File: src/rtl/arm_pkg.sv
// Shared types and default constants for the ARM pipeline memory stage.
package arm_pkg;

  typedef enum logic [1:0] {
    IDLE,
    LOW,
    HIGH,
    DONE
  } mem_state_t;

  localparam int unsigned DEFAULT_BASE_ADDR     = 1024;
  localparam int unsigned DEFAULT_SRAM_AW       = 18;
  localparam int unsigned DEFAULT_ACCESS_CYCLES = 2;

endpackage

File: src/rtl/sram_mem_stage.sv
// MEM-stage data-memory unit: one 32-bit load/store becomes two 16-bit SRAM
// phases with programmable wait states; ready low stalls the pipeline meanwhile.
module sram_mem_stage
  import arm_pkg::*;
#(
  parameter int unsigned ACCESS_CYCLES = DEFAULT_ACCESS_CYCLES,
  parameter int unsigned BASE_ADDR     = DEFAULT_BASE_ADDR,
  parameter int unsigned SRAM_AW       = DEFAULT_SRAM_AW
) (
  input  logic               clk,
  input  logic               rst,
  input  logic               rd_en,
  input  logic               wr_en,
  input  logic [31:0]        address,
  input  logic [31:0]        write_data,
  output logic [31:0]        read_data,
  output logic               ready,
  output logic [SRAM_AW-1:0] sram_addr,
  output logic [15:0]        sram_dq_o,
  output logic               sram_dq_oe,
  input  logic [15:0]        sram_dq_i,
  output logic               sram_we_n,
  output logic               sram_ce_n,
  output logic               sram_oe_n,
  output logic               sram_ub_n,
  output logic               sram_lb_n
);

  localparam logic [3:0] LAST_COUNT = 4'(ACCESS_CYCLES - 1);

  mem_state_t         state, state_nxt;
  logic [3:0]         counter, counter_nxt;
  logic               is_write, is_write_nxt;
  logic [SRAM_AW-2:0] word, word_nxt;
  logic [31:0]        wdata, wdata_nxt;
  logic [31:0]        read_data_nxt;
  logic [SRAM_AW-1:0] sram_addr_nxt;
  logic [15:0]        dq_o_nxt;
  logic               dq_oe_nxt, we_n_nxt;
  logic [SRAM_AW-2:0] req_word;
  logic               request, phase_end;

  // Modular subtraction: addresses below BASE_ADDR alias high in the SRAM.
  assign req_word  = (SRAM_AW-1)'((address - BASE_ADDR) >> 2);
  assign request   = rd_en | wr_en;
  assign phase_end = (counter == LAST_COUNT);
  assign ready     = ((state == IDLE) && !request) || (state == DONE);

  assign sram_ce_n = 1'b0;
  assign sram_oe_n = 1'b0;
  assign sram_ub_n = 1'b0;
  assign sram_lb_n = 1'b0;

  // Pad controls are computed one cycle ahead so the registered outputs line
  // up with the phase they belong to.
  always_comb begin
    state_nxt     = state;
    counter_nxt   = counter;
    is_write_nxt  = is_write;
    word_nxt      = word;
    wdata_nxt     = wdata;
    read_data_nxt = read_data;
    sram_addr_nxt = sram_addr;
    dq_o_nxt      = sram_dq_o;
    dq_oe_nxt     = sram_dq_oe;
    we_n_nxt      = sram_we_n;

    case (state)
      IDLE: begin
        if (request) begin
          state_nxt     = LOW;
          counter_nxt   = 4'd0;
          is_write_nxt  = wr_en;
          word_nxt      = req_word;
          wdata_nxt     = write_data;
          sram_addr_nxt = {req_word, 1'b0};
          dq_o_nxt      = write_data[15:0];
          dq_oe_nxt     = wr_en;
          we_n_nxt      = !wr_en;
        end
      end
      LOW: begin
        if (phase_end) begin
          state_nxt     = HIGH;
          counter_nxt   = 4'd0;
          sram_addr_nxt = {word, 1'b1};
          dq_o_nxt      = wdata[31:16];
          if (!is_write) read_data_nxt[15:0] = sram_dq_i;
        end else begin
          counter_nxt = counter + 4'd1;
        end
      end
      HIGH: begin
        if (phase_end) begin
          state_nxt   = DONE;
          counter_nxt = 4'd0;
          dq_oe_nxt   = 1'b0;
          we_n_nxt    = 1'b1;
          if (!is_write) read_data_nxt[31:16] = sram_dq_i;
        end else begin
          counter_nxt = counter + 4'd1;
        end
      end
      DONE: begin
        state_nxt = IDLE;
      end
      default: begin
        state_nxt = IDLE;
      end
    endcase
  end

  always_ff @(posedge clk) begin
    if (!rst) begin
      state      <= IDLE;
      counter    <= 4'd0;
      is_write   <= 1'b0;
      word       <= '0;
      wdata      <= 32'd0;
      read_data  <= 32'd0;
      sram_addr  <= '0;
      sram_dq_o  <= 16'd0;
      sram_dq_oe <= 1'b0;
      sram_we_n  <= 1'b1;
    end else begin
      state      <= state_nxt;
      counter    <= counter_nxt;
      is_write   <= is_write_nxt;
      word       <= word_nxt;
      wdata      <= wdata_nxt;
      read_data  <= read_data_nxt;
      sram_addr  <= sram_addr_nxt;
      sram_dq_o  <= dq_o_nxt;
      sram_dq_oe <= dq_oe_nxt;
      sram_we_n  <= we_n_nxt;
    end
  end

endmodule
File: config.mk
export PLATFORM = sky130hd
export DESIGN_NAME = sram_mem_stage
export DESIGN_NICKNAME = d
export VERILOG_FILES = /design/src/rtl/arm_pkg.sv /design/src/rtl/sram_mem_stage.sv
export SDC_FILE = /design/constraint.sdc
export NUM_CORES = 1
export LEC_CHECK = 0
export ABC_AREA = 1
export ABC_CLOCK_PERIOD_IN_PS = 1500
export BUFFER_PORTS_ARGS = -buffer_cell sky130_fd_sc_hd__buf_4
export CORE_MARGIN = 10
export CORE_UTILIZATION = 40
export DETAILED_ROUTE_END_ITERATION = 8
export HOLD_SLACK_MARGIN = 0.15
export PLACE_DENSITY = 0.79
export SLEW_MARGIN = 20
export SYNTH_ARGS = -nofsm -noshare
export SYNTH_HDL_FRONTEND = slang
export SYNTH_SLANG_ARGS = --single-unit
File: constraint.sdc
create_clock -name clk -period 1.5 [get_ports clk]
set_input_delay 0.3 -clock clk [delete_from_list [all_inputs] [get_ports clk]]
set_output_delay 0.3 -clock clk [all_outputs]
set_load 0.005 [all_outputs]
; ---- Yosys cells after proc, flatten, opt, wreduce, memory -nomap -nowiden
; Index checks and enable logic that the tools add are counted.
[op_classes]
addsub = 2
eq_ne = 7
muxes = 19
bitwise = 2
reduce_logical = 16
[ops]
columns = op, count
row1 = $mux W18, 2
row2 = $pmux W18 S2, 1
row3 = $mux W16, 2
row4 = $pmux W16 S2, 1
row5 = $sub A19 B11 Y19 const B, 1
row6 = $reduce_and A3 Y1, 5
row7 = $mux W4, 2
row8 = $pmux W2 S4, 1
row9 = $pmux W4 S2, 1
row10 = $mux W2, 3
row11 = $ne A2 B2 Y1 const B, 3
row12 = $reduce_bool A2 Y1, 3
row13 = $add A4 B1 Y4 const B, 1
row14 = $eq A2 B2 Y1 const B, 2
row15 = $eq A4 B1 Y1 const B, 1
row16 = $mux W1, 4
row17 = $pmux W1 S2, 2
row18 = $reduce_and A2 Y1, 2
row19 = $eq A2 B1 Y1 const B, 1
row20 = $logic_not A1 Y1, 2
row21 = $logic_not A2 Y1, 1
row22 = $reduce_or A2 Y1, 1
row23 = $logic_and A1 B1 Y1, 1
row24 = $logic_or A1 B1 Y1, 1
row25 = other kinds (2), 2
[word_totals]
regBits = 124
input_bits = 84
output_inout_bits = 73
wordCells = 57

; ---- Longest topological paths before layout
; Gate-level depths: netlist of run 1.
[depth]
ltp_word = 4
depth_mapped = 10
ltp_nobuf = 9

; ---- Worst setup path before layout of run 1
; No wires, ideal clock.
[synth_path]
kind = reg2out
startpoint = register state[0]
endpoint = output port ready
t_arrival_ps = 1266
required_time_ps = 1200
slack_ps = -66
stages_incl_launch_ff = 7
path_cell_list = dfxtp_1 inv_1 ha_1 nand3_1 buf_4 inv_1 or2_2
[synth_between]
elab_chain_len = 3
elab_cells_between_ends = 4
classes_between = eq/ne (1) / reduce/logical (3)
[synth_rtl]
columns = item, line_no
row1 = from (decl), sram_mem_stage.sv:31  ; mem_state_t state, state_nxt;
row2 = from (signal assigned), sram_mem_stage.sv:126  ; state <= state_nxt;
row3 = $logic_not A2 Y1, sram_mem_stage.sv:47  ; assign ready = ((state == IDLE) && !request) || (state == DONE);
row4 = $logic_and A1 B1 Y1, sram_mem_stage.sv:47
row5 = $logic_or A1 B1 Y1 (*), sram_mem_stage.sv:47
row6 = to (decl), sram_mem_stage.sv:17  ; output logic ready,
; Every way passes the cells marked *; elsewhere a longest branch is shown, timed or not.

; ---- Worst setup path in the final report of run 1
; Same ends and word-level chain as after synthesis.

==> summary.txt, run 1 <==
Run status
  – Status: finished with violations
  – Failing checks: negative setup slack

Clock tree
  – CTS tree: yes
  – CTS buffer count: 9
  – Clk sink count: 108
  – Worst-path clk slew: 80 ps
  – CTS root buffer: clkbuf_16
  – Number of H-tree levels: 3
  – Clock Tree Buf Depth: 2
  – Worst skew pair latency: 360 ps

Setup path
  – Critical path's most frequent cell: inv_2
  – Critical-path cell list: inv_2 > ha_4 > nand3_4 > inv_2 > or2_4 > buf_6
  – Reg-to-reg critical path endpoint: sram_dq_o[2]$_SDFFE_PN0P_
  – Crit path DAT: 1370 ps
  – Worst Path Required: 1200 ps
  – Reg2Reg Depth: 10
  – Worst reg-to-reg setup slack: -110 ps
  – Startpoint types: register
  – WS Path Type: reg -> out
  – Origin of the critical flop-to-flop path: state[0]$_SDFFE_PN0P_
  – Kind of end point of the critical path: primary output
  – Max Fanout on Critical Path: 3
  – Slowest-stage cell, CP: dfxtp_2
  – Max incr delay on CP: 360 ps

Route
  – DRC Markers: 0
  – Post-Route WL: 15,300 µm
  – Vias: 4,790
  – Wire per inst: 15.6 µm
  – TritonRoute pass-1 iters: 5
  – Antenna Violating Nets Remaining: 0
  – Starting DRT DRC Count: 335
  – Via-to-Cell Ratio: 4.89

Global routing
  – Total GRT Usage: 15.9%
  – Number of global-route vias before repair: 4,302
  – Largest net degree at the start of global routing: 51
  – Grt total ovfl: 0
  – Antenna violations before repair: 0
  – First-pass GRT wire length: 21,300 µm

Final layout
  – Filler Cell Count: 971
  – Commonest cells after routing, fill and taps aside: buf_4 (164), dfxtp_1 (105), nand2_1 (103), nor2_1 (93), inv_1 (66)
  – Area growth syn-to-layout: 53.0%
  – Ant. Diodes: 0
  – Final nets: 923
  – Share of layout cells above drive strength 1: 36.9%
  – Most common cell after layout, fill and taps aside: buf_4

STA
  – Worst Skew: 11.1 ps
  – Fin Hold WS: 193 ps
  – RSZ-0062 raised after global routing: yes
  – Max Freq: 600 MHz
  – Period minus WS final: 1670 ps
  – Final Hold Fails: 0
  – Slew Viols, Final: 0
  – Final setup violation count: 34
  – Fin crit share: 111%
  – Final setup margin: -165 ps

Place
  – GP Congestion: 0.866
  – PortBufs: 137
  – HPWL after DPL: 9410 µm

Die
  – Die Wd: 128 µm
  – Die height: 128 µm
  – Core area: 11,500 µm²
  – Rows: 39
  – Initial cell density of the core: 40.9%
  – # IOs: 157
  – Die area: 16,500 µm²

Pwr
  – PD cells: 1870 nW/µm²
  – P_leak: 0.00330 µW
  – Psw: 5150 µW
  – Final Power: 13,400 µW
  – Switching share of total power: 38.4%
  – Worst vdd ir: 0.944 mV
  – Pint: 8250 µW
  – Clk network pwr share: 17.5%
  – Flop pwr share: 31.1%
  – Combinational Power Share: 51.4%

Synth
  – Avg Cell Area, Syn: 7.05 µm²
  – Yosys warns: 0
  – Register area share after synthesis: 46.1%
  – Yosys cell types: 27
  – Synth Register Bits: 108
  – Syn Inst Count: 665
  – Synthesized area: 4690 µm²

Hold path
  – Hold Path Depth: 3
  – Hold Startpoint: write_data[16]
  – Hold WC Path Type: in -> reg
  – Hold Crit Endpoint: wdata[16]$_SDFFE_PN0P_

Job
  – # Max-Cap Violations: 0
==> area by class of cell <==
type | instances | area, µm² | area share [%]
inverters | 74 | 285 | 3.98
clock inverters | 7 | 70.1 | 0.977
multi-input cells | 445 | 2460 | 34.3
repair buffers | 194 | 1790 | 25.0
well taps | 143 | 179 | 2.49
flip-flops and latches | 108 | 2170 | 30.2
clock buffers | 9 | 225 | 3.14
==> layer usage <==
metal	routed length (µm)	up-vias	GRT usage (%)
met3	847	25	3.85
li1	-	2438	-
met4	457	0	7.22
met2	7840	129	26.5
met5	0	-	0
met1	6180	2198	18.9
==> power groups by stage <==
stage / Combinational [µW] / Clock (µW) / Sequential, µW
2_1_floorplan: 2520 / 0 / 4140
3_3_place_gp: 4480 / 0 / 4110
3_5_place_dp: 4560 / 0 / 4140
4_1_cts: 5370 / 2400 / 4090
5_1_grt: 7450 / 2520 / 4260
6_report: 6890 / 2340 / 4170
==> stage by stage <==
stage / setup slack (ps) / TNS (ps) / instance area (µm²) / utilization, % / instances
floorplan: 14.8 / 0 / 4710 / - / 668
detailed placement: -50.2 / -718 / 6040 / 52.7 / 940
CTS: -165 / -516 / 6570 / 57.3 / 965
global route: -224 / -6000 / 7170 / 62.6 / 980
global placement: -20.2 / -147 / 6040 / 52.7 / 940
finish: -165 / -1500 / 7170 / 62.6 / 980
==> state kept, by name, summed over array words and instances (netlist names) <==
signal and cells:
counter 4, is_write 1, read_data 32, sram_addr 18, sram_dq_o 16, sram_dq_oe 1
sram_we_n 1, state 2, wdata 16, word 17
==> synthesized netlist by cell type, drive strengths merged <==
cell | count | area (µm²)
nor2 | 121 | 462
o211ai | 2 | 15.0
o21ai | 107 | 543
buf | 24 | 159
inv | 73 | 274
nand2 | 119 | 472
clkbuf | 18 | 70.1
o21a | 1 | 7.51
a21oi | 56 | 288
conb | 1 | 3.75
ha | 7 | 87.6
or2 | 3 | 18.8
xor2 | 1 | 8.76
dfxtp | 108 | 2160
nand3 | 23 | 115
clkinv | 1 | 3.75
==> logic make-up (layout without fill, tap and decap cells) <==
| kind of cell | count (synthesis) | count (layout) | share of synthesized area (%) |
|---|---|---|---|
| compound gates | 166 | 166 | 18.2 |
| xor+xnor | 1 | 1 | 0.187 |
| fa+ha+maj | 7 | 7 | 1.87 |
| buf+inv | 116 | 284 | 10.8 |
| flops | 108 | 108 | 46.1 |
| other cells | 1 | 4 | 0.0800 |
| simple gates | 266 | 267 | 22.8 |
==> worst max-delay path: cells and delay by family, from the launching register on <==
kind / cells / cell delay [ps]
buf+inv: 3 / 210
simple gates: 2 / 280
fa+ha+maj: 1 / 160
flops: 1 / 360
==> worst max path at each step <==
stage | from | end | slack, ps | depth (start not counted)
after floorplan | state[1]$_SDFFE_PN0P_ | ready | 10 | 6
after global placement | state[0]$_SDFFE_PN0P_ | ready | -20 | 6
after detailed placement | state[0]$_SDFFE_PN0P_ | ready | -50 | 6
after CTS | state[0]$_SDFFE_PN0P_ | ready | -160 | 6
after global routing | state[0]$_SDFFE_PN0P_ | ready | -220 | 6
final | state[0]$_SDFFE_PN0P_ | ready | -170 | 6
==> timing repair <==
action                                  CTS  global route
buffers inserted                          6             9
hold buffers                              1             0
gates cloned                              3             8
resized for setup                        34           146
pin swaps                                 5            16
endpoints found under the setup margin   34            82
endpoints found under the hold margin     1             0
Power figures use the tool's default switching activity.
==> run 2: changes to the inputs <==
Settings changed: REMOVE_ABC_BUFFERS from default to 1.
==> run 2 against run 1 <==
The flow still finishes with violations (negative setup slack); routed wire length is 1.9% higher; clock power is 16% higher; via count is 0.46% lower; critical endpoint unchanged; largest power group unchanged; highest routed layer unchanged.
==> summary.txt, run 2 (synthesized netlist as in run 1, its figures left out) <==
Run status
  – Status: finished with violations
  – Failing checks: negative setup slack

Final layout
  – Commonest cells after routing, fill and taps aside: buf_4 (158), nand2_1 (112), dfxtp_1 (104), nor2_1 (89), inv_1 (66)
  – Area growth syn-to-layout: 52.5%
  – Final nets: 917
  – Most common cell after layout, fill and taps aside: buf_4
  – Ant. Diodes: 0
  – Largest register FFs: 32
  – Biggest regs: read_data x32, sram_addr x18, word x17
  – Share of layout cells above drive strength 1: 35.7%
  – Filler Cell Count: 993
  – Largest Register: read_data

Route
  – TritonRoute pass-1 iters: 4
  – Starting DRT DRC Count: 360
  – Via-to-Cell Ratio: 4.90
  – Wire per inst: 16.1 µm
  – DRC Markers: 0
  – Antenna Violating Nets Remaining: 0
  – Vias: 4,768
  – Post-Route WL: 15,600 µm

STA
  – Final setup violation count: 40
  – Period minus WS final: 1670 ps
  – RSZ-0062 raised after global routing: yes
  – Final setup margin: -174 ps
  – Max Freq: 597 MHz
  – Slew Viols, Final: 0
  – Fin Hold WS: 203 ps
  – Final Hold Fails: 0
  – Fin crit share: 112%
  – Worst Skew: 5.89 ps

Clock tree
  – CTS root buffer: clkbuf_16
  – Worst skew pair latency: 340 ps
  – Clock Tree Buf Depth: 2
  – Clk sink count: 108
  – CTS buffer count: 9
  – Worst-path clk slew: 70 ps
  – CTS tree: yes
  – Number of H-tree levels: 3

Job
  – # Max-Cap Violations: 0

Setup path
  – Kind of cell adding the most delay to the critical path: flip-flops
  – Kind of end point of the critical path: primary output
  – Crit path DAT: 1370 ps
  – Critical-path cell list: buf_4 > ha_2 > or2_4 > buf_6
  – Max Fanout on Critical Path: 3
  – Worst Path Buf+Inv: 2
  – Worst Path Required: 1200 ps
  – Startpoint types: register
  – WS Path Type: reg -> out
  – Max incr delay on CP: 370 ps
  – Slowest-stage cell, CP: dfxtp_4

Place
  – Pre-CTS WS: -116 ps
  – PortBufs: 137
  – HPWL after DPL: 9180 µm
  – GP Congestion: 0.826

Die
  – Die height: 128 µm
  – Initial cell density of the core: 40.9%
  – Die Wd: 128 µm
  – Die area: 16,500 µm²
  – Core area: 11,500 µm²
  – # IOs: 157
  – Rows: 39

Global routing
  – Number of global-route vias before repair: 4,318
  – Largest net degree at the start of global routing: 58
  – Total GRT Usage: 16.1%
  – Grt total ovfl: 0
  – Antenna violations before repair: 0
  – First-pass GRT wire length: 21,600 µm

Pwr
  – P_leak: 0.00329 µW
  – Worst vdd ir: 0.960 mV
  – PD cells: 1880 nW/µm²

Hold path
  – Hold WC Path Type: in -> reg
-- run 2: cell types whose count changed in the layout (fill, tap and decap cells not counted), sizes merged --
| cell | change |
|---|---|
| buf | -7 |
| nand2 | +2 |
| inv | -3 |
| clkinvlp | -1 |
| clkinv | -1 |
| bufinv | +3 |
-- run 2: through the flow --
step	power (µW)	area (µm²)	std cells	setup TNS (ps)	util, %
2_1_floorplan	6310	4470	626	-47690	-
5_1_grt	14200	7150	973	-4530	62.3
3_5_place_dp	8500	5990	935	-3120	52.2
6_report	13400	7150	973	-1800	62.3
4_1_cts	11900	6560	960	-1060	57.2
3_3_place_gp	8390	5990	935	-1700	52.2
-- run 2: layer usage --
| metal | track usage [%] | share of wire, % |
|---|---|---|
| met2 | 28.1 | 52 |
| met3 | 3.72 | 4.2 |
| met5 | 0 | 0 |
| met4 | 5.30 | 2.4 |
| met1 | 18.9 | 42 |
-- run 2: power breakdown --
| group | switching [µW] | total, µW | internal [µW] | leakage, µW |
|---|---|---|---|---|
| combinational | 3370 | 6480 | 3110 | 0.00223 |
| clock | 1050 | 2720 | 1660 | 0.000168 |
| sequential | 522 | 4220 | 3700 | 0.000890 |
| total | 4940 | 13400 | 8470 | 0.00329 |
-- run 2: path summary, 6_finish.rpt --
kind                                   start                    endpoint  slack (ps)  cells after the start
setup / recovery       state[0]$_SDFFE_PN0P_                       ready        -170                      4
hold / removal                    address[6]        word[4]$_SDFFE_PN0P_         200                      3
setup reg to reg       state[0]$_SDFFE_PN0P_  sram_addr[12]$_SDFFE_PN0P_        -130                     11
hold reg to reg   read_data[20]$_SDFFE_PN0P_  read_data[20]$_SDFFE_PN0P_         450                      2
-- run 2: tightest hold or removal path, cell delays in order --
cell and delay, ps:
buf_4 80, inv_1 30, a21oi_1 100
-- run 2: layout make-up --
type | count | area [µm²] | share of cell area (%)
Clock inverter | 5 | 100 | 1.40
Inverter | 74 | 280 | 3.92
Timing Repair Buffer | 186 | 1710 | 24.0
Clock buffer | 10 | 239 | 3.34
Multi-Input combinational cell | 447 | 2470 | 34.5
Tap cell | 143 | 179 | 2.50
Sequential cell | 108 | 2170 | 30.3
-- run 2: repair_timing --
action	in CTS	in global routing
gates resized for setup	27	143
hold buffers	1	0
endpoints found under the setup margin	35	96
hold endpoints to repair	1	0
setup buffers	5	4
gates cloned	4	10
pin swaps	6	11
==> run 3: changes to the inputs <==
Settings changed: CORE_UTILIZATION 40 to 25, PLACE_DENSITY 0.79 to 0.58.
==> run 3 against run 2 <==
The run still ends with negative setup slack left; maximum frequency decreased by 0.53%; core utilization decreased by 26 points; non-clock buffer count decreased by 10; sequential share of layout area increased by 1.5 points.
==> summary.txt, run 3 (synthesized netlist as in run 1, its figures left out) <==
Run status
  – Status: finished with violations
  – Failing checks: negative setup slack

Final layout
  – Biggest regs: read_data x32, sram_addr x18, word x17
  – Count of non-filler cells in the finished layout: 1,055
  – Commonest cells after routing, fill and taps aside: buf_4 (159), nand2_1 (111), nor2_1 (108), dfxtp_1 (105), o21ai_0 (87)
  – Most common cell after layout, fill and taps aside: buf_4
  – Largest Register: read_data
  – Share of layout cells above drive strength 1: 30.2%
  – Largest register FFs: 32
  – Filler Cell Count: 1,940
  – Finished Core Util: 36.7%
  – Ant. Diodes: 0
  – Final nets: 907
  – Area growth syn-to-layout: 45.3%

Route
  – Starting DRT DRC Count: 244
  – DRC Markers: 0
  – Metal2 WL: 7740 µm
  – Wire per inst: 14.5 µm
  – Antenna Violating Nets Remaining: 0
  – Wl on met1: 6520 µm
  – TritonRoute pass-1 iters: 4
  – Met3 routed WL: 772 µm
  – Post-Route WL: 15,300 µm
  – Via-to-Cell Ratio: 4.22
  – Vias: 4,450
  – Top Layer Used: met4

Pwr
  – Worst vdd ir: 0.598 mV
  – Final Power: 12,000 µW
  – P_leak: 0.00313 µW
  – PD cells: 1760 nW/µm²

STA
  – Period minus WS final: 1680 ps
  – Final setup margin: -183 ps
  – Fin Hold WS: 193 ps
  – Slew Viols, Final: 0
  – Max Freq: 594 MHz
  – RSZ-0062 raised after global routing: yes
  – Final setup violation count: 20
  – Worst Skew: 11.0 ps
  – Fin crit share: 112%
  – Final Hold Fails: 0

Clock tree
  – CTS tree: yes
  – CTS buffer count: 9
  – Number of H-tree levels: 3
  – CTS root buffer: clkbuf_16
  – Worst skew pair latency: 360 ps
  – Clock Tree Buf Depth: 2
  – Worst-path clk slew: 80 ps
  – Clk sink count: 108

Die
  – Core area: 18,600 µm²
  – Die height: 157 µm
  – Initial cell density of the core: 25.2%
  – Rows: 50
  – Die Wd: 157 µm
  – Die area: 24,600 µm²
  – # IOs: 157

Hold path
  – Hold WC Path Type: in -> reg

Place
  – Dpl cells: 1,026
  – Pre-CTS WS: -141 ps
  – GP Congestion: 0.775
  – HPWL after DPL: 10,200 µm
  – PortBufs: 137

Setup path
  – Crit path DAT: 1380 ps
  – Critical-path cell list: buf_4 > ha_1 > or2_4 > buf_6
  – Startpoint types: register
  – Slowest-stage cell, CP: dfxtp_2
  – Kind of end point of the critical path: primary output
  – Max incr delay on CP: 340 ps
  – WS Path Type: reg -> out
  – Max Fanout on Critical Path: 3
  – Worst Path Required: 1200 ps

Global routing
  – Number of global-route vias before repair: 4,212
  – Antenna violations before repair: 0
  – Largest net degree at the start of global routing: 61
  – Grt total ovfl: 0
  – First-pass GRT wire length: 23,000 µm
  – Total GRT Usage: 12.0%

Job
  – # Max-Cap Violations: 0
run 3: cell count changes in the layout (fill, tap and decap cells not counted), moves of 6 or more:
cell	previous run	this run
o21ai_0	51	87
nor2_1	89	108
o21ai_1	34	16
o21ai_2	20	4
nor2_2	22	9
nor2_4	10	4
run 3: area by class of cell:
| cell class | count | area [µm²] | share of cell area (%) |
|---|---|---|---|
| clock buffer | 9 | 225 | 3.31 |
| clock inverter | 7 | 73.8 | 1.08 |
| inverter | 74 | 280 | 4.11 |
| multi-input combinational | 447 | 2280 | 33.5 |
| sequential | 108 | 2170 | 31.8 |
| tap | 234 | 293 | 4.30 |
| timing repair buffer | 176 | 1490 | 21.9 |
run 3: worst max-delay path, delay by kind of cell, from the launching register on:
kind                     cells  cell delay (ps)
flip-flops                   1              340
AND/OR/NAND/NOR              1              250
adder cells (fa/ha/maj)      1              190
buffers and inverters        2              240
run 3: worst paths after layout:
check,from,endpoint,slack (ps),depth (start not counted)
worst max-delay path,state[0]$_SDFFE_PN0P_,ready,-180,4
worst min-delay path,address[9],word[7]$_SDFFE_PN0P_,190,3
worst max register to register,state[1]$_SDFFE_PN0P_,sram_addr[14]$_SDFFE_PN0P_,-60,8
worst min register to register,read_data[19]$_SDFFE_PN0P_,read_data[19]$_SDFFE_PN0P_,450,2
run 3: report_power, final:
group / leakage, µW / switching, µW / internal [µW] / total (µW)
logic: 0.00209 / 2970 / 2450 / 5430
registers: 0.000889 / 412 / 3690 / 4100
clock network: 0.000146 / 1140 / 1310 / 2450
run 3: layer usage:
| metal | up-vias | GRT usage (%) |
|---|---|---|
| li1 | 2398 | - |
| met1 | 1969 | 13.6 |
| met2 | 72 | 21.1 |
| met3 | 11 | 2.57 |
| met4 | 0 | 5.30 |
| met5 | - | 0 |
run 3: timing repair:
action / 4_1_cts / 5_1_grt
pin swaps: 6 / 10
hold endpoints to repair: 1 / 0
setup endpoints to repair: 35 / 88
hold buffers: 1 / 0
buffers inserted: 3 / 5
cloned: 2 / 3
gates resized for setup: 17 / 65
run 3: stage by stage:
step / area (µm²) / setup TNS (ps)
detailed placement: 6100 / -3650
finish: 6810 / -548
floorplan: 4470 / -47690
CTS: 6520 / -1060
global route: 6810 / -5100
global placement: 6100 / -2690
